`src/rtl/clock_spi_pkg.sv`:
```
`default_nettype none
// +----------------------------------------------------------------------+
// | Module  : clock_spi_pkg                                              |
// | Brief   : Shared types and constants for the CDCE62005 cmd sequencer |
// | Revision: 1.0                                                        |
// +----------------------------------------------------------------------+
package clock_spi_pkg;

    localparam int unsigned c_TMR_W   = 16;
    localparam int unsigned c_LEVEL_W = 5;
    localparam logic [3:0]  c_RD_CMD  = 4'he;

    typedef logic [c_TMR_W-1:0] tmr_t;

    typedef enum logic [2:0] {
        ST_IDLE      = 3'd0,
        ST_LOAD      = 3'd1,
        ST_START     = 3'd2,
        ST_WAIT_ACK  = 3'd3,
        ST_WAIT_DONE = 3'd4,
        ST_CAPTURE   = 3'd5,
        ST_GAP       = 3'd6
    } seq_state_t;

    function automatic logic is_read_cmd(input logic [31:0] word);
        return word[3:0] == c_RD_CMD;
    endfunction

endpackage
`default_nettype wire

```
`src/rtl/clock_spi_cmd_seq_if.sv`:
```
`default_nettype none
// +----------------------------------------------------------------------+
// | Module  : clock_spi_cmd_seq_if                                       |
// | Brief   : Command, SPI-controller and response signals of sequencer  |
// | Revision: 1.0                                                        |
// +----------------------------------------------------------------------+
interface clock_spi_cmd_seq_if;
    import clock_spi_pkg::*;

    logic                 cmd_wr;
    logic [31:0]          cmd_data;
    logic                 cmd_full;
    logic [c_LEVEL_W-1:0] cmd_level;
    logic                 spi_start;
    logic [31:0]          spi_write_data;
    logic                 spi_busy;
    logic [31:0]          spi_read_data;
    logic                 rsp_valid;
    logic [31:0]          rsp_data;
    logic                 rsp_ack;
    logic                 timeout_err;
    logic                 err_clr;
    logic                 seq_idle;

    modport slave (
        input  cmd_wr, cmd_data, spi_busy, spi_read_data, rsp_ack, err_clr,
        output cmd_full, cmd_level, spi_start, spi_write_data,
               rsp_valid, rsp_data, timeout_err, seq_idle
    );

    modport master (
        output cmd_wr, cmd_data, spi_busy, spi_read_data, rsp_ack, err_clr,
        input  cmd_full, cmd_level, spi_start, spi_write_data,
               rsp_valid, rsp_data, timeout_err, seq_idle
    );

endinterface
`default_nettype wire

```
`src/rtl/clock_spi_cmd_fifo.sv`:
```
`default_nettype none
// +----------------------------------------------------------------------+
// | Module  : clock_spi_cmd_fifo                                         |
// | Brief   : Show-ahead synchronous command FIFO with level and full    |
// | Revision: 1.0                                                        |
// +----------------------------------------------------------------------+
module clock_spi_cmd_fifo
    import clock_spi_pkg::*;
#(
    parameter int FIFO_DEPTH = 4,
    parameter int DATA_W     = 32
) (
    input  wire logic                 clk,
    input  wire logic                 rst_n,
    input  wire logic                 i_wr,
    input  wire logic [DATA_W-1:0]    i_wr_data,
    input  wire logic                 i_rd,
    output logic      [DATA_W-1:0]    o_rd_data,
    output logic                      o_empty,
    output logic                      o_full,
    output logic      [c_LEVEL_W-1:0] o_level
);

    localparam int c_AW = (FIFO_DEPTH > 1) ? $clog2(FIFO_DEPTH) : 1;
    localparam logic [c_LEVEL_W-1:0] c_FULL_LEVEL = c_LEVEL_W'(FIFO_DEPTH);

    logic [DATA_W-1:0]    r_mem [FIFO_DEPTH];
    logic [c_AW-1:0]      r_wr_ptr;
    logic [c_AW-1:0]      r_rd_ptr;
    logic [c_LEVEL_W-1:0] r_level;
    logic                 w_push;
    logic                 w_pop;

    assign o_full    = (r_level == c_FULL_LEVEL);
    assign o_empty   = (r_level == '0);
    assign o_level   = r_level;
    assign o_rd_data = r_mem[r_rd_ptr];

    // Writes while full are dropped so the stored contents never change
    assign w_push = i_wr && !o_full;
    assign w_pop  = i_rd && !o_empty;

    // Power-of-two depth lets the pointers wrap by natural overflow
    always_ff @(posedge clk or negedge rst_n) begin
        if (!rst_n) begin
            r_wr_ptr <= '0;
            r_rd_ptr <= '0;
            r_level  <= '0;
        end else begin
            if (w_push) r_wr_ptr <= r_wr_ptr + c_AW'(1);
            if (w_pop)  r_rd_ptr <= r_rd_ptr + c_AW'(1);
            case ({w_push, w_pop})
                2'b10:   r_level <= r_level + c_LEVEL_W'(1);
                2'b01:   r_level <= r_level - c_LEVEL_W'(1);
                default: r_level <= r_level;
            endcase
        end
    end

    always_ff @(posedge clk) begin
        if (w_push) r_mem[r_wr_ptr] <= i_wr_data;
    end

endmodule
`default_nettype wire

```
`src/rtl/clock_spi_cmd_seq.sv`:
```
`default_nettype none
// +----------------------------------------------------------------------+
// | Module  : clock_spi_cmd_seq                                          |
// | Brief   : Queues SPI command words and sequences them into the       |
// |           CDCE62005 SPI controller, capturing read responses         |
// | Revision: 1.0                                                        |
// +----------------------------------------------------------------------+
module clock_spi_cmd_seq
    import clock_spi_pkg::*;
#(
    parameter int         FIFO_DEPTH   = 4,
    parameter int         START_WIDTH  = 3,
    parameter tmr_t       ACK_TIMEOUT  = 16'd64,
    parameter tmr_t       DONE_TIMEOUT = 16'd60000,
    parameter logic [7:0] GAP_CYCLES   = 8'd8
) (
    input wire logic            FPGA_48MHz,
    input wire logic            FPGA_rst,
    clock_spi_cmd_seq_if.slave  bus
);

    localparam tmr_t c_START_W = tmr_t'(START_WIDTH);

    seq_state_t   r_state;
    seq_state_t   w_state_nxt;
    tmr_t         r_tmr;
    logic [31:0]  r_wr_data;
    logic [31:0]  r_rsp_data;
    logic         r_spi_start;
    logic         r_rsp_valid;
    logic         r_timeout_err;

    logic         w_pop;
    logic         w_fifo_empty;
    logic [31:0]  w_fifo_data;
    logic         w_set_err;
    logic         w_set_rsp;
    logic [c_TMR_W:0] w_tmr_inc;
    logic         w_start_end;
    logic         w_ack_to;
    logic         w_done_to;
    logic         w_gap_end;

    clock_spi_cmd_fifo #(
        .FIFO_DEPTH (FIFO_DEPTH),
        .DATA_W     (32)
    ) u_fifo (
        .clk        (FPGA_48MHz),
        .rst_n      (FPGA_rst),
        .i_wr       (bus.cmd_wr),
        .i_wr_data  (bus.cmd_data),
        .i_rd       (w_pop),
        .o_rd_data  (w_fifo_data),
        .o_empty    (w_fifo_empty),
        .o_full     (bus.cmd_full),
        .o_level    (bus.cmd_level)
    );

    // Timer value counts clocks already spent in the current state, minus one
    assign w_tmr_inc   = {1'b0, r_tmr} + (c_TMR_W + 1)'(1);
    assign w_start_end = w_tmr_inc >= {1'b0, c_START_W};
    assign w_ack_to    = w_tmr_inc >= {1'b0, ACK_TIMEOUT};
    assign w_done_to   = w_tmr_inc >= {1'b0, DONE_TIMEOUT};
    assign w_gap_end   = w_tmr_inc >= {9'd0, GAP_CYCLES};

    always_comb begin
        w_state_nxt = r_state;
        w_pop       = 1'b0;
        w_set_err   = 1'b0;
        w_set_rsp   = 1'b0;
        case (r_state)
            ST_IDLE: begin
                // Busy high after power-up means the controller is still initialising
                if (!w_fifo_empty && !bus.spi_busy && !r_rsp_valid)
                    w_state_nxt = ST_LOAD;
            end
            ST_LOAD: begin
                w_pop       = 1'b1;
                w_state_nxt = ST_START;
            end
            ST_START: begin
                if (w_start_end) w_state_nxt = ST_WAIT_ACK;
            end
            ST_WAIT_ACK: begin
                if (bus.spi_busy) begin
                    w_state_nxt = ST_WAIT_DONE;
                end else if (w_ack_to) begin
                    w_set_err   = 1'b1;
                    w_state_nxt = ST_GAP;
                end
            end
            ST_WAIT_DONE: begin
                if (!bus.spi_busy) begin
                    w_state_nxt = ST_CAPTURE;
                end else if (w_done_to) begin
                    w_set_err   = 1'b1;
                    w_state_nxt = ST_GAP;
                end
            end
            ST_CAPTURE: begin
                w_set_rsp   = is_read_cmd(r_wr_data);
                w_state_nxt = ST_GAP;
            end
            ST_GAP: begin
                if (w_gap_end) w_state_nxt = ST_IDLE;
            end
            default: w_state_nxt = ST_IDLE;
        endcase
    end

    always_ff @(posedge FPGA_48MHz or negedge FPGA_rst) begin
        if (!FPGA_rst) r_state <= ST_IDLE;
        else           r_state <= w_state_nxt;
    end

    always_ff @(posedge FPGA_48MHz or negedge FPGA_rst) begin
        if (!FPGA_rst)                  r_tmr <= '0;
        else if (w_state_nxt != r_state) r_tmr <= '0;
        else if (r_tmr != '1)           r_tmr <= r_tmr + tmr_t'(1);
    end

    // spi_start is registered from the next state so it tracks START exactly, glitch-free
    always_ff @(posedge FPGA_48MHz or negedge FPGA_rst) begin
        if (!FPGA_rst) begin
            r_spi_start <= 1'b0;
            r_wr_data   <= '0;
        end else begin
            r_spi_start <= (w_state_nxt == ST_START);
            if (r_state == ST_LOAD) r_wr_data <= w_fifo_data;
        end
    end

    always_ff @(posedge FPGA_48MHz or negedge FPGA_rst) begin
        if (!FPGA_rst) begin
            r_rsp_valid   <= 1'b0;
            r_rsp_data    <= '0;
            r_timeout_err <= 1'b0;
        end else begin
            if (w_set_rsp) begin
                r_rsp_valid <= 1'b1;
                r_rsp_data  <= bus.spi_read_data;
            end else if (bus.rsp_ack) begin
                r_rsp_valid <= 1'b0;
            end
            if (w_set_err)        r_timeout_err <= 1'b1;
            else if (bus.err_clr) r_timeout_err <= 1'b0;
        end
    end

    assign bus.spi_start      = r_spi_start;
    assign bus.spi_write_data = r_wr_data;
    assign bus.rsp_valid      = r_rsp_valid;
    assign bus.rsp_data       = r_rsp_data;
    assign bus.timeout_err    = r_timeout_err;
    assign bus.seq_idle       = (r_state == ST_IDLE) && w_fifo_empty;

endmodule
`default_nettype wire

```
`src/flat_wrapper.sv`:
```
// flat-port wrapper written by rule: the top's interface ports become plain ports
module clock_spi_cmd_seq_flat import clock_spi_pkg::*;
#(
    parameter int         FIFO_DEPTH   = 4,
    parameter int         START_WIDTH  = 3,
    parameter tmr_t       ACK_TIMEOUT  = 16'd64,
    parameter tmr_t       DONE_TIMEOUT = 16'd60000,
    parameter logic [7:0] GAP_CYCLES   = 8'd8
)
  (FPGA_48MHz, FPGA_rst, bus_cmd_wr, bus_cmd_data, bus_spi_busy, bus_spi_read_data, bus_rsp_ack, bus_err_clr, bus_cmd_full, bus_cmd_level, bus_spi_start, bus_spi_write_data, bus_rsp_valid, bus_rsp_data, bus_timeout_err, bus_seq_idle);
  clock_spi_cmd_seq_if bus_i ();
  input wire logic FPGA_48MHz;
  input wire logic FPGA_rst;
  input wire logic [$bits(bus_i.cmd_wr)-1:0] bus_cmd_wr;
  input wire logic [$bits(bus_i.cmd_data)-1:0] bus_cmd_data;
  input wire logic [$bits(bus_i.spi_busy)-1:0] bus_spi_busy;
  input wire logic [$bits(bus_i.spi_read_data)-1:0] bus_spi_read_data;
  input wire logic [$bits(bus_i.rsp_ack)-1:0] bus_rsp_ack;
  input wire logic [$bits(bus_i.err_clr)-1:0] bus_err_clr;
  output wire logic [$bits(bus_i.cmd_full)-1:0] bus_cmd_full;
  output wire logic [$bits(bus_i.cmd_level)-1:0] bus_cmd_level;
  output wire logic [$bits(bus_i.spi_start)-1:0] bus_spi_start;
  output wire logic [$bits(bus_i.spi_write_data)-1:0] bus_spi_write_data;
  output wire logic [$bits(bus_i.rsp_valid)-1:0] bus_rsp_valid;
  output wire logic [$bits(bus_i.rsp_data)-1:0] bus_rsp_data;
  output wire logic [$bits(bus_i.timeout_err)-1:0] bus_timeout_err;
  output wire logic [$bits(bus_i.seq_idle)-1:0] bus_seq_idle;
  assign bus_i.cmd_wr = bus_cmd_wr;
  assign bus_i.cmd_data = bus_cmd_data;
  assign bus_i.spi_busy = bus_spi_busy;
  assign bus_i.spi_read_data = bus_spi_read_data;
  assign bus_i.rsp_ack = bus_rsp_ack;
  assign bus_i.err_clr = bus_err_clr;
  assign bus_cmd_full = bus_i.cmd_full;
  assign bus_cmd_level = bus_i.cmd_level;
  assign bus_spi_start = bus_i.spi_start;
  assign bus_spi_write_data = bus_i.spi_write_data;
  assign bus_rsp_valid = bus_i.rsp_valid;
  assign bus_rsp_data = bus_i.rsp_data;
  assign bus_timeout_err = bus_i.timeout_err;
  assign bus_seq_idle = bus_i.seq_idle;
  clock_spi_cmd_seq #(.FIFO_DEPTH(FIFO_DEPTH), .START_WIDTH(START_WIDTH), .ACK_TIMEOUT(ACK_TIMEOUT), .DONE_TIMEOUT(DONE_TIMEOUT), .GAP_CYCLES(GAP_CYCLES)) u_core (.FPGA_48MHz(FPGA_48MHz), .FPGA_rst(FPGA_rst), .bus(bus_i));
endmodule
```
`config.mk`:
```
export PLATFORM = sky130hd
export DESIGN_NAME = clock_spi_cmd_seq_flat
export DESIGN_NICKNAME = d
export VERILOG_FILES = /design/src/rtl/clock_spi_pkg.sv /design/src/rtl/clock_spi_cmd_seq_if.sv /design/src/rtl/clock_spi_cmd_fifo.sv /design/src/rtl/clock_spi_cmd_seq.sv /design/src/flat_wrapper.sv
export SDC_FILE = /design/constraint.sdc
export NUM_CORES = 1
export LEC_CHECK = 0
export CELL_PAD_IN_SITES_DETAIL_PLACEMENT = 0
export CELL_PAD_IN_SITES_GLOBAL_PLACEMENT = 1
export CORE_ASPECT_RATIO = 0.5
export CORE_MARGIN = 3
export CORE_UTILIZATION = 50
export CTS_BUF_LIST = sky130_fd_sc_hd__clkbuf_2 sky130_fd_sc_hd__clkbuf_4 sky130_fd_sc_hd__clkbuf_8
export CTS_CLUSTER_SIZE = 40
export DETAILED_ROUTE_END_ITERATION = 12
export PLACE_DENSITY_LB_ADDON = 0.1
export SYNTH_ARGS = -nofsm -noshare
export SYNTH_HDL_FRONTEND = slang
export SYNTH_SLANG_ARGS = --single-unit
```
`constraint.sdc`:
```
create_clock -name FPGA_48MHz -period 4.6 [get_ports FPGA_48MHz]
set_clock_uncertainty 0.1 [all_clocks]
set_input_delay 0.92 -clock FPGA_48MHz [delete_from_list [all_inputs] [get_ports FPGA_48MHz]]
set_output_delay 0.92 -clock FPGA_48MHz [all_outputs]
set_load 0.02 [all_outputs]
```
# == Word level (Yosys, flattened, before mapping) ==
# Memories as Yosys holds them, arrays and structs flattened. A register that Yosys moved wholly into a read port is not among the register bits.
# Cells that the tools add are included.
# op_classes
add_sub_neg,6
multipliers,0
n_div,0
order_cmp,4
n_eq_ne,13
shift,0
n_mux,24
n_bitwise,0
n_reduce_logical,16
# ops
cell,n
$mux W16,2
$mux W3,7
$pmux W3 S7,1
$add A16 B1 Y17 const B,1
$ge A17 B16 Y1 const B,1
$ge A17 B2 Y1 const B,1
$ge A17 B4 Y1 const B,1
$ge A17 B7 Y1 const B,1
$add A16 B1 Y16 const B,1
$ne A16 B16 Y1 const B,1
$mux W1,12
$pmux W5 S2,1
$eq A3 B2 Y1 const B,3
$eq A3 B3 Y1 const B,3
$reduce_bool A2 Y1,4
$add A5 B1 Y5 const B,1
$eq A5 B3 Y1 const B,1
$logic_and A1 B1 Y1,5
$logic_not A1 Y1,5
$logic_not A5 Y1,1
$sub A5 B1 Y5 const B,1
$add A2 B1 Y2 const B,2
$eq A4 B4 Y1 const B,1
$eq A3 B1 Y1 const B,1
5 further kinds,5
# word_totals
reg_bits,63
latchBits,0
ramBits,128
romBits,0
inputBits,70
out_inout_bits,74
word_cells,73
memories,1
# memory_table
memory,depth,width,rd,rd_clocked_by_memory_dff,wr,line,source
u_core.u_fifo.r_mem,4,32,1,1,1,clock_spi_cmd_fifo.sv:27,logic [DATA_W-1:0] r_mem [FIFO_DEPTH];

# == Logic depth before layout (Yosys ltp) ==
# Gate-level depths: netlist of run 1.
# depth
depth_word,8
depth_mapped,13
ltp_nobuf,13

# == Cells and area by module ==
# Synthesis of run 1 repeated with hierarchy kept, for this count alone.
# unflattened
hier_cells,568
hier_area_um2,9402.8
# modules_own_cells
mod,n_inst,cells_per_inst,area_per_inst_um2,seq_area_each_um2
clock_spi_cmd_fifo,1,232,5262.5,4068.9
clock_spi_cmd_seq,1,336,4140.2,2152.1

# == Worst setup path before layout of run 1 ==
# Ideal clock, no wire load.
# synth_path
path_type,reg-to-reg
from,reg u_core.r_state[0]
to,"reg u_core.u_fifo.r_level[4], in the netlist u_core.u_fifo.o_level[4]"
setup_time_ns,0.131
t_arrival_ns,2.752
required_ns,4.369
setup_slack_ns,1.617
stages_incl_launch_ff,14
n_path_buf,1
period_less_slack_ns,2.983
cell_sequence,dfrtp_1 > clkbuf_1 > inv_1 > nor3_1 > a21boi_0 > ha_1 > inv_1 > fa_1 > inv_1 > a21o_1 > a21oi_1 > xnor2_1 > nor2_1 > xor2_1
# synth_between
elab_chain_len,5
elab_cells_between_ends,7
cone_classes,3 x eq/ne; 2 x mux; 2 x reduce/logical
# synth_rtl
element,line,source
"start, declared",clock_spi_cmd_seq.sv:24,seq_state_t r_state;
"start signal, assigned",clock_spi_cmd_seq.sv:113,else r_state <= w_state_nxt;
$eq A3 B1 Y1 (*),clock_spi_cmd_seq.sv:71,case (r_state)
$mux W1 (*),clock_spi_cmd_seq.sv:71,
$logic_and A1 B1 Y1 (*),clock_spi_cmd_fifo.sv:41,assign w_pop = i_rd && !o_empty;
named net u_core.u_fifo.w_pop,clock_spi_cmd_fifo.sv:32,logic w_pop;
$eq A2 B1 Y1 or $eq A2 B2 Y1 (tied branches),clock_spi_cmd_fifo.sv:52,"case ({w_push, w_pop})"
$pmux W5 S2 or $reduce_bool A2 Y1 (tied branches),-,
"end signal, assigned",clock_spi_cmd_fifo.sv:53,2'b10: r_level <= r_level + c_LEVEL_W'(1);
"end signal, assigned",clock_spi_cmd_fifo.sv:54,2'b01: r_level <= r_level - c_LEVEL_W'(1);
"end signal, assigned",clock_spi_cmd_fifo.sv:55,default: r_level <= r_level;
"end, declared",clock_spi_cmd_fifo.sv:30,logic [c_LEVEL_W-1:0] r_level;
# Mark *: on every way through the listed nets, which the timed path passes. The rest lies on a longest branch.
# A chain may end at the register's enable or synchronous reset.

# == Worst setup path in the final report of run 1 ==
# layout_path
from,reg u_core.r_tmr[0]
to,reg u_core.r_tmr[5]
# layout_between
elab_chain_len,7
elab_cells_between_ends,18
cone_classes,2 x add/sub; 4 x order compare; 2 x eq/ne; 9 x mux; 1 x reduce/logical
# layout_rtl
element,line,source
"start, declared",clock_spi_cmd_seq.sv:26,tmr_t r_tmr;
"start signal, assigned",clock_spi_cmd_seq.sv:119,else if (r_tmr != '1) r_tmr <= r_tmr + tmr_t'(1);
$add A16 B1 Y17,clock_spi_cmd_seq.sv:60,"assign w_tmr_inc = {1'b0, r_tmr} + (c_TMR_W + 1)'(1);"
$ge A17 B16 Y1 or $ge A17 B7 Y1 (tied branches),"clock_spi_cmd_seq.sv:63, clock_spi_cmd_seq.sv:62",
"$mux W3, on equally long branches","clock_spi_cmd_seq.sv:95, clock_spi_cmd_seq.sv:87",
"$mux W3, on equally long branches","clock_spi_cmd_seq.sv:93, clock_spi_cmd_seq.sv:85",
$pmux W3 S7,clock_spi_cmd_seq.sv:71,
$ne A3 B3 Y1,clock_spi_cmd_seq.sv:118,else if (w_state_nxt != r_state) r_tmr <= '0;
$mux W16 or $reduce_bool A2 Y1 (tied branches),-,
# Several ways; a longest one is shown, not always the timed one. The select of a mux whose other input is x is not followed.

==> results.md, run 1 <==
- Status: finished clean
- Max Cap Viol: 0
- Area share of the largest cell type after synthesis: 40.99%
- Die Y: 102.8 um
- Number of enable flip-flop cells after synthesis: 128
- Global placement routability congestion: 0.8431
- Max-slew violation count: 0
- Internal power: 0.004561 W
- Reg-to-Reg Start: u_core.r_tmr[0]
- CTS clk-pin slew, worst paths: 0.06 ns
- Drt drc: 0
- Clk_lat worst skew: 0.56 ns
- Layout area overhead: 23.54%
- Top post-synthesis cells by area: edfxtp_1 41%, dfrtp_1 25%, mux2_2 7.8%
- FF-to-FF setup slack: 0.97 ns
- Critical path required time: 4.89 ns
- Crit end category: flop
- TritonCTS Buffers: 31
- First-pass GRT wire length: 29260 um
- Switching power: 0.002164 W
- Arr. time, crit path: 3.92 ns
- Root Buffer: clkbuf_8
- Total power: 0.006725 W
- Drt pass-1 iters: 4
- Sequential group share of total power: 44.7%
- Antenna Cells: 0
- H-tree depth: 1
- Row count: 34
- Post-Syn Area per Cell: 16.37 um2
- CTS tree: built
- Hold Crit Class: flop to flop
- RSZ-0062 raised after global routing: no
- Post-DP HPWL: 11480 um
- Net Count, Synth: 654
- Post-CTS Resized: 0
- Endpoints failing setup: 0
- Post-route clock period utilization: 78.96%
- Initial antenna violation count: 1
- Slew @ Worst Pin: 1.065 ns
- I/O Pins: 144
- Largest area contributor in the netlist: edfxtp_1
- WL/cell: 18.96 um
- CTS Hold Bufs: 0
- Starting Density: 52.49%
- Worst R2R Path Depth: 8
- Minimum clock period: 3.632 ns
- Crit Reg-Reg Endpoint: u_core.r_tmr[5]
- Vias in the first global route: 5466
- DR iter-0 viols: 262
- Most used DFF post-synth: edfxtp_1
- Comb power frac: 33.4%
- Crit path launch type: flop
- Post-Route WL: 18540 um
- Final Hold Vio Count: 0
- FMAX: 275.3 MHz
- Synth cell types: 61
- Commonest cells in the synthesized netlist: 128 x edfxtp_1, 95 x dfrtp_1, 65 x mux2_2
- Cell area after synthesis: 9378 um2
- Cells after DPL: 920
- Die ar.: 20530 um2
- Core ar.: 17870 um2
- CP Max Fanout: 16
- Share of cells above drive strength 1: 24.60%
- Via count: 5385
- Die X: 199.7 um
- Setup CP Type: flop to flop
- Clock Tree Buf Depth: 3
- Clk network pwr share: 21.9%
- Leakage: 4.291 nW
- Synthesis warning total: 0
- Max-Slew Margin vs Limit: 28.97%
- Post-Layout Cell Count: 978
- Final TNS setup: 0 ns
- Peak supply drop: 0.3616 mV
- Count leader, synth: edfxtp_1
- Fraction of registers with async set/reset: 42.60%
- Post-synthesis register bit count: 223
- Largest net degree at the start of global routing: 75
- Setup bufs post-CTS: 0
- Sequential share of the synthesized area: 66.34%
- Critical path origin: u_core.r_tmr[0]
- GRT Residual Overflow: 0
- Final net count: 800
- PD cells: 580.5 nW/um2
- Post-Syn Instances: 573
- Crit path to: u_core.r_tmr[5]
- Detail Route Antenna Nets: 0
- Via density: 5.506
- GRT Total Usage: 18.29%
- PortBufs: 143
- Sink Count: 223
- Sw Ratio: 32.18%
registers in the layout, indices dropped and copies added (netlist names):
register,flops
u_core.bus.rsp_data,32
u_core.bus.rsp_valid,1
u_core.bus.spi_start,1
u_core.bus.spi_write_data,32
u_core.bus.timeout_err,1
u_core.r_state,3
u_core.r_tmr,16
u_core.u_fifo.o_level,5
u_core.u_fifo.r_mem,128
u_core.u_fifo.r_rd_ptr,2
u_core.u_fifo.r_wr_ptr,2
worst max-delay path, cell delays in order (launching register included):
cell       delay (ns)
dfrtp_1          0.52
ha_1             0.39
nand3_1          0.24
nor4b_1          0.28
o21ai_0          0.13
a31o_2           0.27
a2111oi_1        0.60
o21a_1           0.78
nor4b_1          0.15
stage by stage:
| stage | utilization [%] | setup slack, ns | hold WS (ns) | area, um2 |
|---|---|---|---|---|
| after detailed placement | 61.47 | 1.006 | 0.3915 | 10980 |
| final | 64.84 | 0.9680 | 0.4033 | 11580 |
| after CTS | 64.84 | 0.9365 | 0.4070 | 11580 |
| after global routing | 64.84 | 0.6786 | 0.4114 | 11580 |
| after global placement | 61.47 | 1.141 | 0.3857 | 10980 |
| after floorplan | - | 1.617 | 0.4796 | 9378 |
routing by layer:
metal	part of all wire (%)	vias to the layer above	track usage [%]
li1	-	2506	-
met1	45	2740	25.21
met2	49	114	30.06
met3	5.3	23	4.571
met4	1.2	2	4.178
met5	0.070	-	0
cell usage in the layout, fill, tap and decap left out, drive strengths merged, types with 3 or more instances in the layout:
cell / synthesis / layout
clkdlybuf4s50: 0 / 142
or2: 3 / 3
a31oi: 4 / 4
nor2b: 3 / 3
o21ai: 15 / 15
a211oi: 3 / 3
and3: 9 / 9
nor4: 13 / 13
nor4b: 9 / 9
a31o: 3 / 3
nand2: 26 / 26
buf: 16 / 7
mux4: 32 / 32
and4: 4 / 4
ha: 10 / 10
nand4: 12 / 12
o211ai: 5 / 5
inv: 19 / 20
edfxtp: 128 / 128
nor2: 6 / 6
mux2: 65 / 65
nand3: 7 / 7
nor3: 10 / 10
xnor2: 8 / 8
clkinv: 0 / 11
a21oi: 6 / 6
nor3b: 3 / 3
clkbuf: 20 / 45
dfrtp: 95 / 95
xor2: 9 / 9
and2: 3 / 3
worst min path at each step:
stage,start,to,slack (ns),cells after the start
after global placement,u_core.bus.rsp_data[5],u_core.bus.rsp_data[5],0.39,1
after floorplan,u_core.u_fifo.r_wr_ptr[1],u_core.u_fifo.r_wr_ptr[1],0.48,2
after CTS,u_core.bus.rsp_data[0],u_core.bus.rsp_data[0],0.41,1
final,u_core.bus.rsp_data[0],u_core.bus.rsp_data[0],0.40,1
after global routing,u_core.bus.rsp_data[31],u_core.bus.rsp_data[31],0.41,1
after detailed placement,u_core.bus.rsp_data[5],u_core.bus.rsp_data[5],0.39,1
power groups by stage:
stage / Sequential (W) / Combinational, W / Clock (W)
after global placement: 0.00303 / 0.00226 / 0
final: 0.00300 / 0.00225 / 0.00147
after global routing: 0.00308 / 0.00242 / 0.00162
after CTS: 0.00302 / 0.00229 / 0.00152
after floorplan: 0.00318 / 0.00122 / 0
after detailed placement: 0.00305 / 0.00228 / 0
area by class of cell:
cell class                 count  area [um2]
multi-input combinational    295        2923
inverter                      19       71.32
clock inverter                13       63.81
fill                        1342        6282
tap                          234       292.8
timing repair buffer         149        1474
sequential                   223        6222
clock buffer                  45       538.0
cells by family after synthesis:
group | share of synthesized area [%]
flops | 66.34
simple gates | 8.232
mux | 15.70
buf+inv | 2.602
compound gates | 3.989
xor+xnor | 1.588
fa+ha+maj | 1.548
Note: power is estimated with default switching activity, not from simulation.
==> inputs of run 2 (changes only) <==
--- a/config.mk
+++ b/config.mk
@@ -9,7 +9,7 @@
 export CELL_PAD_IN_SITES_GLOBAL_PLACEMENT = 1
 export CORE_ASPECT_RATIO = 0.5
 export CORE_MARGIN = 3
-export CORE_UTILIZATION = 50
+export CORE_UTILIZATION = 42
 export CTS_BUF_LIST = sky130_fd_sc_hd__clkbuf_2 sky130_fd_sc_hd__clkbuf_4 sky130_fd_sc_hd__clkbuf_8
 export CTS_CLUSTER_SIZE = 40
 export DETAILED_ROUTE_END_ITERATION = 12
==> constraint.sdc (replaced) <==
create_clock -name FPGA_48MHz -period 3.1 [get_ports FPGA_48MHz]
set_clock_uncertainty 0.1 [all_clocks]
set_input_delay 0.62 -clock FPGA_48MHz [delete_from_list [all_inputs] [get_ports FPGA_48MHz]]
set_output_delay 0.62 -clock FPGA_48MHz [all_outputs]
set_load 0.02 [all_outputs]
==> run 2 against run 1 <==
Via count up 2.3%. Clock power rose by 80%. Non-clock buffer count grew 25. Flip-flop and latch count stayed put. Utilization shrank 7.7 points. Setup slack got worse by 0.83 ns. Critical path type is now flop to output pin. Critical endpoint is now bus_seq_idle. Largest power group unchanged.
==> results.md, run 2 (synthesized netlist as in run 1, its figures left out) <==
- CP Max Fanout: 5
- GRT Total Usage: 16.54%
- Area of the multi-input gates: 2977 um2
- Row count: 37
- Register area: 6226 um2
- PD cells: 875.6 nW/um2
- Endpoints failing setup: 0
- Vias in the first global route: 5780
- H-tree depth: 2
- Final instance area: 12110 um2
- DR iter-0 viols: 252
- Minimum clock period: 2.958 ns
- Slew @ Worst Pin: 0.8450 ns
- FF-to-FF setup slack: 0.15 ns
- Die Y: 111.7 um
- Post-DP HPWL: 13020 um
- Setup bufs post-CTS: 0
- Internal power: 0.007256 W
- Core ar.: 21200 um2
- Final net count: 828
- Top reg by flops: u_core.u_fifo.r_mem
- Crit end category: output pin
- Antenna Cells: 0
- Status: finished clean
- WL/cell: 18.53 um
- Largest net degree at the start of global routing: 41
- CTS clk-pin slew, worst paths: 0.07 ns
- Starting Density: 44.23%
- Share of cells above drive strength 1: 29.88%
- Setup CP Type: flop to output pin
- Die X: 217.3 um
- Global placement routability congestion: 0.8289
- Commonest non-fill, non-tap cell in the layout: clkdlybuf4s50_1
- Crit path launch type: flop
- Clock Tree Buf Depth: 3
- Peak supply drop: 0.5725 mV
- First-pass GRT wire length: 31870 um
- CTS tree: built
- Crit Reg-Reg Endpoint: u_core.r_tmr[4]
- Post-route clock period utilization: 95.43%
- Max Cap Viol: 0
- Layout area overhead: 29.11%
- Hold Crit Class: flop to flop
- Via count: 5509
- Drt pass-1 iters: 4
- Sw Ratio: 31.56%
- Max reg flops: 128
- Worst Hold End: u_core.bus.rsp_data[14]
- FILL cells: 1737
- Slowest cell on the critical path: clkdlybuf4s50_1
- Clk_lat worst skew: 0.52 ns
- Comb power frac: 32.9%
- Root Buffer: clkbuf_8
- Critical path required time: 2.38 ns
- I/O Pins: 144
- Max-Slew Margin vs Limit: 43.67%
- Max-slew violation count: 0
- Placement Cell Area: 11290 um2
- PortBufs: 143
- Leakage: 4.508 nW
- Critical path's largest stage delay: 0.64 ns
- Arr. time, crit path: 2.24 ns
- Worst R2R Path Depth: 8
- Crit path buf inv count: 2
- Reg-to-Reg Start: u_core.r_tmr[1]
- Sequential group share of total power: 42.0%
- Post-Route WL: 19740 um
- Clk network pwr share: 25.0%
- Worst path top cell family by delay: buffers and inverters
- HP Start: u_core.bus.rsp_data[14]
- TritonCTS Buffers: 34
- Drt drc: 0
- Most frequent cells in the layout: 142 x clkdlybuf4s50_1, 128 x edfxtp_1, 91 x dfrtp_1, 65 x mux2_2, 39 x clkbuf_8
- Crit-path cells: nor4_2 > buf_4 > and4_1 > clkdlybuf4s50_1
- Die ar.: 24270 um2
- Cell depth of the worst hold path: 1
- Via density: 5.173
- Switching power: 0.003346 W
- Final Hold Vio Count: 0
- Detail Route Antenna Nets: 0
- FMAX: 338.0 MHz
- Cells after DPL: 1002
- Sink Count: 223
- GRT Residual Overflow: 0
- Initial antenna violation count: 1
- Post-Layout Cell Count: 1065
run 2: cell types whose count changed in the layout (fill, tap and decap cells not counted), moves of 2 or more:
cell / previous run / this run
clkbuf_8: 32 / 39
nor4b_2: 1 / 6
bufinv_16: 0 / 2
nor4b_1: 7 / 2
clkinv_1: 8 / 2
buf_12: 0 / 4
buf_4: 7 / 27
dfrtp_1: 94 / 91
dfrtp_2: 1 / 4
run 2: worst max path at each step:
stage / from / to / slack [ns] / depth (start not counted)
after floorplan: u_core.r_state[0] / u_core.u_fifo.o_level[4] / 0.12 / 13
after global placement: u_core.r_tmr[1] / u_core.r_tmr[4] / 0.17 / 8
after detailed placement: u_core.r_tmr[1] / u_core.r_tmr[4] / 0.02 / 8
after CTS: u_core.r_tmr[0] / u_core.r_tmr[11] / 0.05 / 8
after global routing: u_core.u_fifo.o_level[1] / u_core.u_fifo.o_level[4] / -0.008 / 14
final: u_core.u_fifo.o_level[1] / bus_seq_idle / 0.14 / 4
run 2: area by class of cell:
cell class	instances	area share, %
clock inverter	10	0.9920
multi-input combinational	295	24.58
clock buffer	52	5.239
inverter	19	0.5890
sequential	223	51.42
tap	292	3.017
timing repair buffer	174	14.16
run 2: worst reg2reg max path, stage by stage, from the launching register on:
cell and delay [ns]:
dfrtp_2 0.46, ha_2 0.24, and3_2 0.28, a31o_2 0.22, a21oi_1 0.22, o2111ai_2 0.20
or2_4 0.31, o311a_4 0.48, nor4b_1 0.32
run 2: timing repair:
action                                 CTS  global route
hold buffers                             1             0
resized for setup                        2            11
setup endpoints to repair                2            18
endpoints found under the hold margin   31             0
run 2: metal layers:
layer	GRT usage [%]	part of all wire [%]	up-vias
met3	3.954	4.7	33
met5	0	0.046	-
met1	21.64	44	2788
li1	-	-	2563
met4	3.863	1.5	2
met2	28.23	50	123
run 2: power by group through the flow:
stage	clock, W	sequential [W]	combinational, W
2_1_floorplan	0	0.00471	0.00181
3_3_place_gp	0	0.00449	0.00351
3_5_place_dp	0	0.00453	0.00352
4_1_cts	0.00274	0.00447	0.00354
5_1_grt	0.00288	0.00457	0.00376
6_report	0.00265	0.00446	0.00349
run 2: stage by stage:
step                      utilization, %  setup TNS, ns  setup slack, ns  total power, W  hold slack (ns)
after floorplan                        -              0           0.1171        0.006527           0.2244
after global placement             53.23              0           0.1666        0.008006           0.3865
after detailed placement           53.23              0          0.01896        0.008051           0.3920
after CTS                          56.86              0          0.04982         0.01074           0.4068
after global routing               57.10      -0.007710        -0.007710         0.01121           0.4187
final                              57.10              0           0.1416         0.01060           0.4025
==> inputs of run 3 (changes only) <==
--- a/config.mk
+++ b/config.mk
@@ -13,7 +13,9 @@
 export CTS_BUF_LIST = sky130_fd_sc_hd__clkbuf_2 sky130_fd_sc_hd__clkbuf_4 sky130_fd_sc_hd__clkbuf_8
 export CTS_CLUSTER_SIZE = 40
 export DETAILED_ROUTE_END_ITERATION = 12
+export GPL_TIMING_DRIVEN = 1
 export PLACE_DENSITY_LB_ADDON = 0.1
 export SYNTH_ARGS = -nofsm -noshare
 export SYNTH_HDL_FRONTEND = slang
+export SYNTH_HIERARCHICAL = 1
 export SYNTH_SLANG_ARGS = --single-unit
==> run 3 against run 2 <==
Sequential share of layout area increased by 0.68 points. Non-clock buffer count decreased by 9. Hold slack got worse by 0.36 ns. Register-to-register slack improved by 0.12 ns. Highest routed layer is now met4.
==> results.md, run 3 <==
- Leakage: 4.535 nW
- Clk_lat worst skew: 0.52 ns
- Fraction of registers with async set/reset: 42.60%
- Starting Density: 43.09%
- Die X: 217.6 um
- Antenna Cells: 0
- Cell area after synthesis: 9403 um2
- Drt drc: 0
- CTS clk-pin slew, worst paths: 0.06 ns
- Die Y: 111.8 um
- FILL cells: 1784
- First-pass GRT wire length: 32680 um
- Post-Syn Area per Cell: 16.55 um2
- Sw Ratio: 31.03%
- FMAX: 350.6 MHz
- Top post-synthesis cells by area: edfxtp_1 41%, dfrtp_1 25%, mux2_2 7.7%
- Sequential share of the synthesized area: 66.16%
- TritonCTS Buffers: 34
- Hold Crit Class: input port to async pin
- Crit Reg-Reg Endpoint: u_core/r_tmr[1]
- Internal power: 0.006843 W
- Number of enable flip-flop cells after synthesis: 128
- Post-synthesis register bit count: 223
- Initial antenna violation count: 0
- Busiest grt layer: met2
- CTS Hold Bufs: 0
- Reg-to-Reg Start: u_core/r_tmr[6]
- GRT Total Usage: 17.35%
- Net Count, Synth: 649
- Synth cell types: 70
- Largest net degree at the start of global routing: 49
- Global placement routability congestion: 0.8016
- Max Cap Viol: 0
- WL/cell: 19.12 um
- Switching power: 0.003079 W
- Root Buffer: clkbuf_8
- Row count: 38
- Detail Route Antenna Nets: 0
- Vias in the first global route: 5696
- Final TNS setup: 0 ns
- Max-slew violation count: 0
- Share of cells above drive strength 1: 28.17%
- Slowest cell on the critical path: dfrtp_1
- GR Util met3: 4.309%
- I/O Pins: 144
- Cells after DPL: 996
- Commonest cells in the synthesized netlist: 128 x edfxtp_1, 95 x dfrtp_1, 64 x mux2_2
- Sequential group share of total power: 42.8%
- Crit end category: output pin
- Final net count: 813
- Most used DFF post-synth: edfxtp_1
- Most frequent cells in the layout: 141 x clkdlybuf4s50_1, 128 x edfxtp_1, 93 x dfrtp_1, 64 x mux2_2, 34 x clkbuf_8
- Comb power frac: 33.2%
- Die ar.: 24330 um2
- Post-Route WL: 20190 um
- Crit path launch type: flop
- Commonest non-fill, non-tap cell in the layout: clkdlybuf4s50_1
- CTS tree: built
- Via density: 5.091
- GRT Residual Overflow: 0
- Post-Layout Cell Count: 1056
- Crit-path cells: nor4_4 > and2_2 > nor4b_1 > dlygate4sd2_1
- FF-to-FF setup slack: 0.27 ns
- Arr. time, crit path: 2.13 ns
- Slew @ Worst Pin: 0.6721 ns
- Peak supply drop: 0.5969 mV
- Count leader, synth: edfxtp_1
- Synthesis warning total: 6
- PortBufs: 143
- Largest area contributor in the netlist: edfxtp_1
- Status: finished clean
- Core ar.: 21820 um2
- Drt pass-1 iters: 4
- Worst R2R Path Depth: 8
- Post-DP HPWL: 13010 um
- Setup CP Type: flop to output pin
- Max reg flops: 128
- Area share of the largest cell type after synthesis: 40.88%
- Sink Count: 223
- Post-Syn Instances: 568
- Minimum clock period: 2.852 ns
- Layout area overhead: 27.03%
- Clock Tree Buf Depth: 3
- H-tree depth: 2
- Via count: 5376
- Max-Slew Margin vs Limit: 55.19%
- Clk network pwr share: 23.9%
- Critical path required time: 2.38 ns
- Final Hold Vio Count: 0
- Post-route clock period utilization: 92.01%
- Met2 GRT Util: 28.59%
- DR iter-0 viols: 294
- PD cells: 830.7 nW/um2
- Top reg by flops: u_core/u_fifo/r_mem
- Critical path's largest stage delay: 0.48 ns
- RSZ-0062 raised after global routing: no
- Met1 Resource Use GR: 23.68%
- Endpoints failing setup: 0
- CP Max Fanout: 5
==> run 3: cell types whose count changed in the layout (fill, tap and decap cells not counted), sizes merged, moves of 5 or more <==
cell   change
nand2      -7
nor2      +10
a21oi      +8
inv        -6
nor4       -8
nand4      -5
nor4b      -8
buf        -8
==> run 3: layout make-up <==
| type | count | area, um2 | area share (%) |
|---|---|---|---|
| Tap cell | 300 | 375.4 | 3.143 |
| Timing Repair Buffer | 165 | 1680 | 14.07 |
| Clock inverter | 7 | 45.04 | 0.3771 |
| Inverter | 14 | 52.55 | 0.4400 |
| Sequential cell | 223 | 6223 | 52.11 |
| Multi-Input combinational cell | 294 | 2957 | 24.75 |
| Clock buffer | 53 | 610.6 | 5.112 |
==> run 3: through the flow <==
step / util [%] / hold WS (ns) / worst slack (ns) / total power, W / cell area, um2
5_1_grt: 54.73 / 0.06499 / 0.01383 / 0.01053 / 11940
6_report: 54.73 / 0.04090 / 0.2477 / 0.009922 / 11940
4_1_cts: 54.59 / 0.04956 / 0.1384 / 0.01010 / 11910
2_1_floorplan: - / 0.2244 / 0.08122 / 0.006276 / 9415
3_3_place_gp: 51.59 / 0.3886 / 0.1521 / 0.007632 / 11260
3_5_place_dp: 51.59 / 0.3945 / 0.1478 / 0.007663 / 11260
==> run 3: worst max-delay path, delay by kind of cell (launching register included) <==
kind / cells / cell delay (ns)
simple gates: 3 / 0.76
flops: 1 / 0.48
buf+inv: 1 / 0.39
==> run 3: how the worst max path moves through the flow <==
stage,start,to,slack [ns],cells after the start
floorplan,u_core/r_state[0],u_core/u_fifo/o_level[4],0.08,10
global placement,bus_cmd_wr,u_core/u_fifo/o_level[4],0.15,9
detailed placement,bus_cmd_wr,u_core/u_fifo/o_level[4],0.15,9
CTS,u_core/r_tmr[1],u_core/r_tmr[1],0.14,9
global route,u_core/r_tmr[0],u_core/r_tmr[1],0.01,9
finish,u_core/u_fifo/o_level[0],bus_seq_idle,0.25,4
==> run 3: power by group through the flow <==
stage | combinational [W] | sequential [W] | clock (W)
2_1_floorplan | 0.00174 | 0.00454 | 0
3_3_place_gp | 0.00333 | 0.00430 | 0
3_5_place_dp | 0.00334 | 0.00432 | 0
4_1_cts | 0.00335 | 0.00426 | 0.00248
5_1_grt | 0.00356 | 0.00435 | 0.00261
6_report | 0.00330 | 0.00425 | 0.00238
==> run 3: cells by family after synthesis <==
kind of cell / Yosys count / synth area share, %
fa+ha+maj: 11 / 1.544
xor+xnor: 19 / 1.770
buf+inv: 51 / 2.821
simple gates: 106 / 7.319
mux: 99 / 15.70
flops: 223 / 66.16
compound gates: 59 / 4.684
==> run 3: timing repair <==
item	4_1_cts	5_1_grt
pin swaps	0	1
resized for setup	1	6
buffers inserted	0	0
gates cloned	0	0
endpoints found under the setup margin	1	17
==> run 3: layer usage <==
layer  up-vias  part of all wire, %  routed length (um)
li1       2513                    -                   -
met1      2728                   45                9023
met2       103                   49                9926
met3        32                  4.7                 950
met4         0                  1.4                 292
met5         -                    0                   0
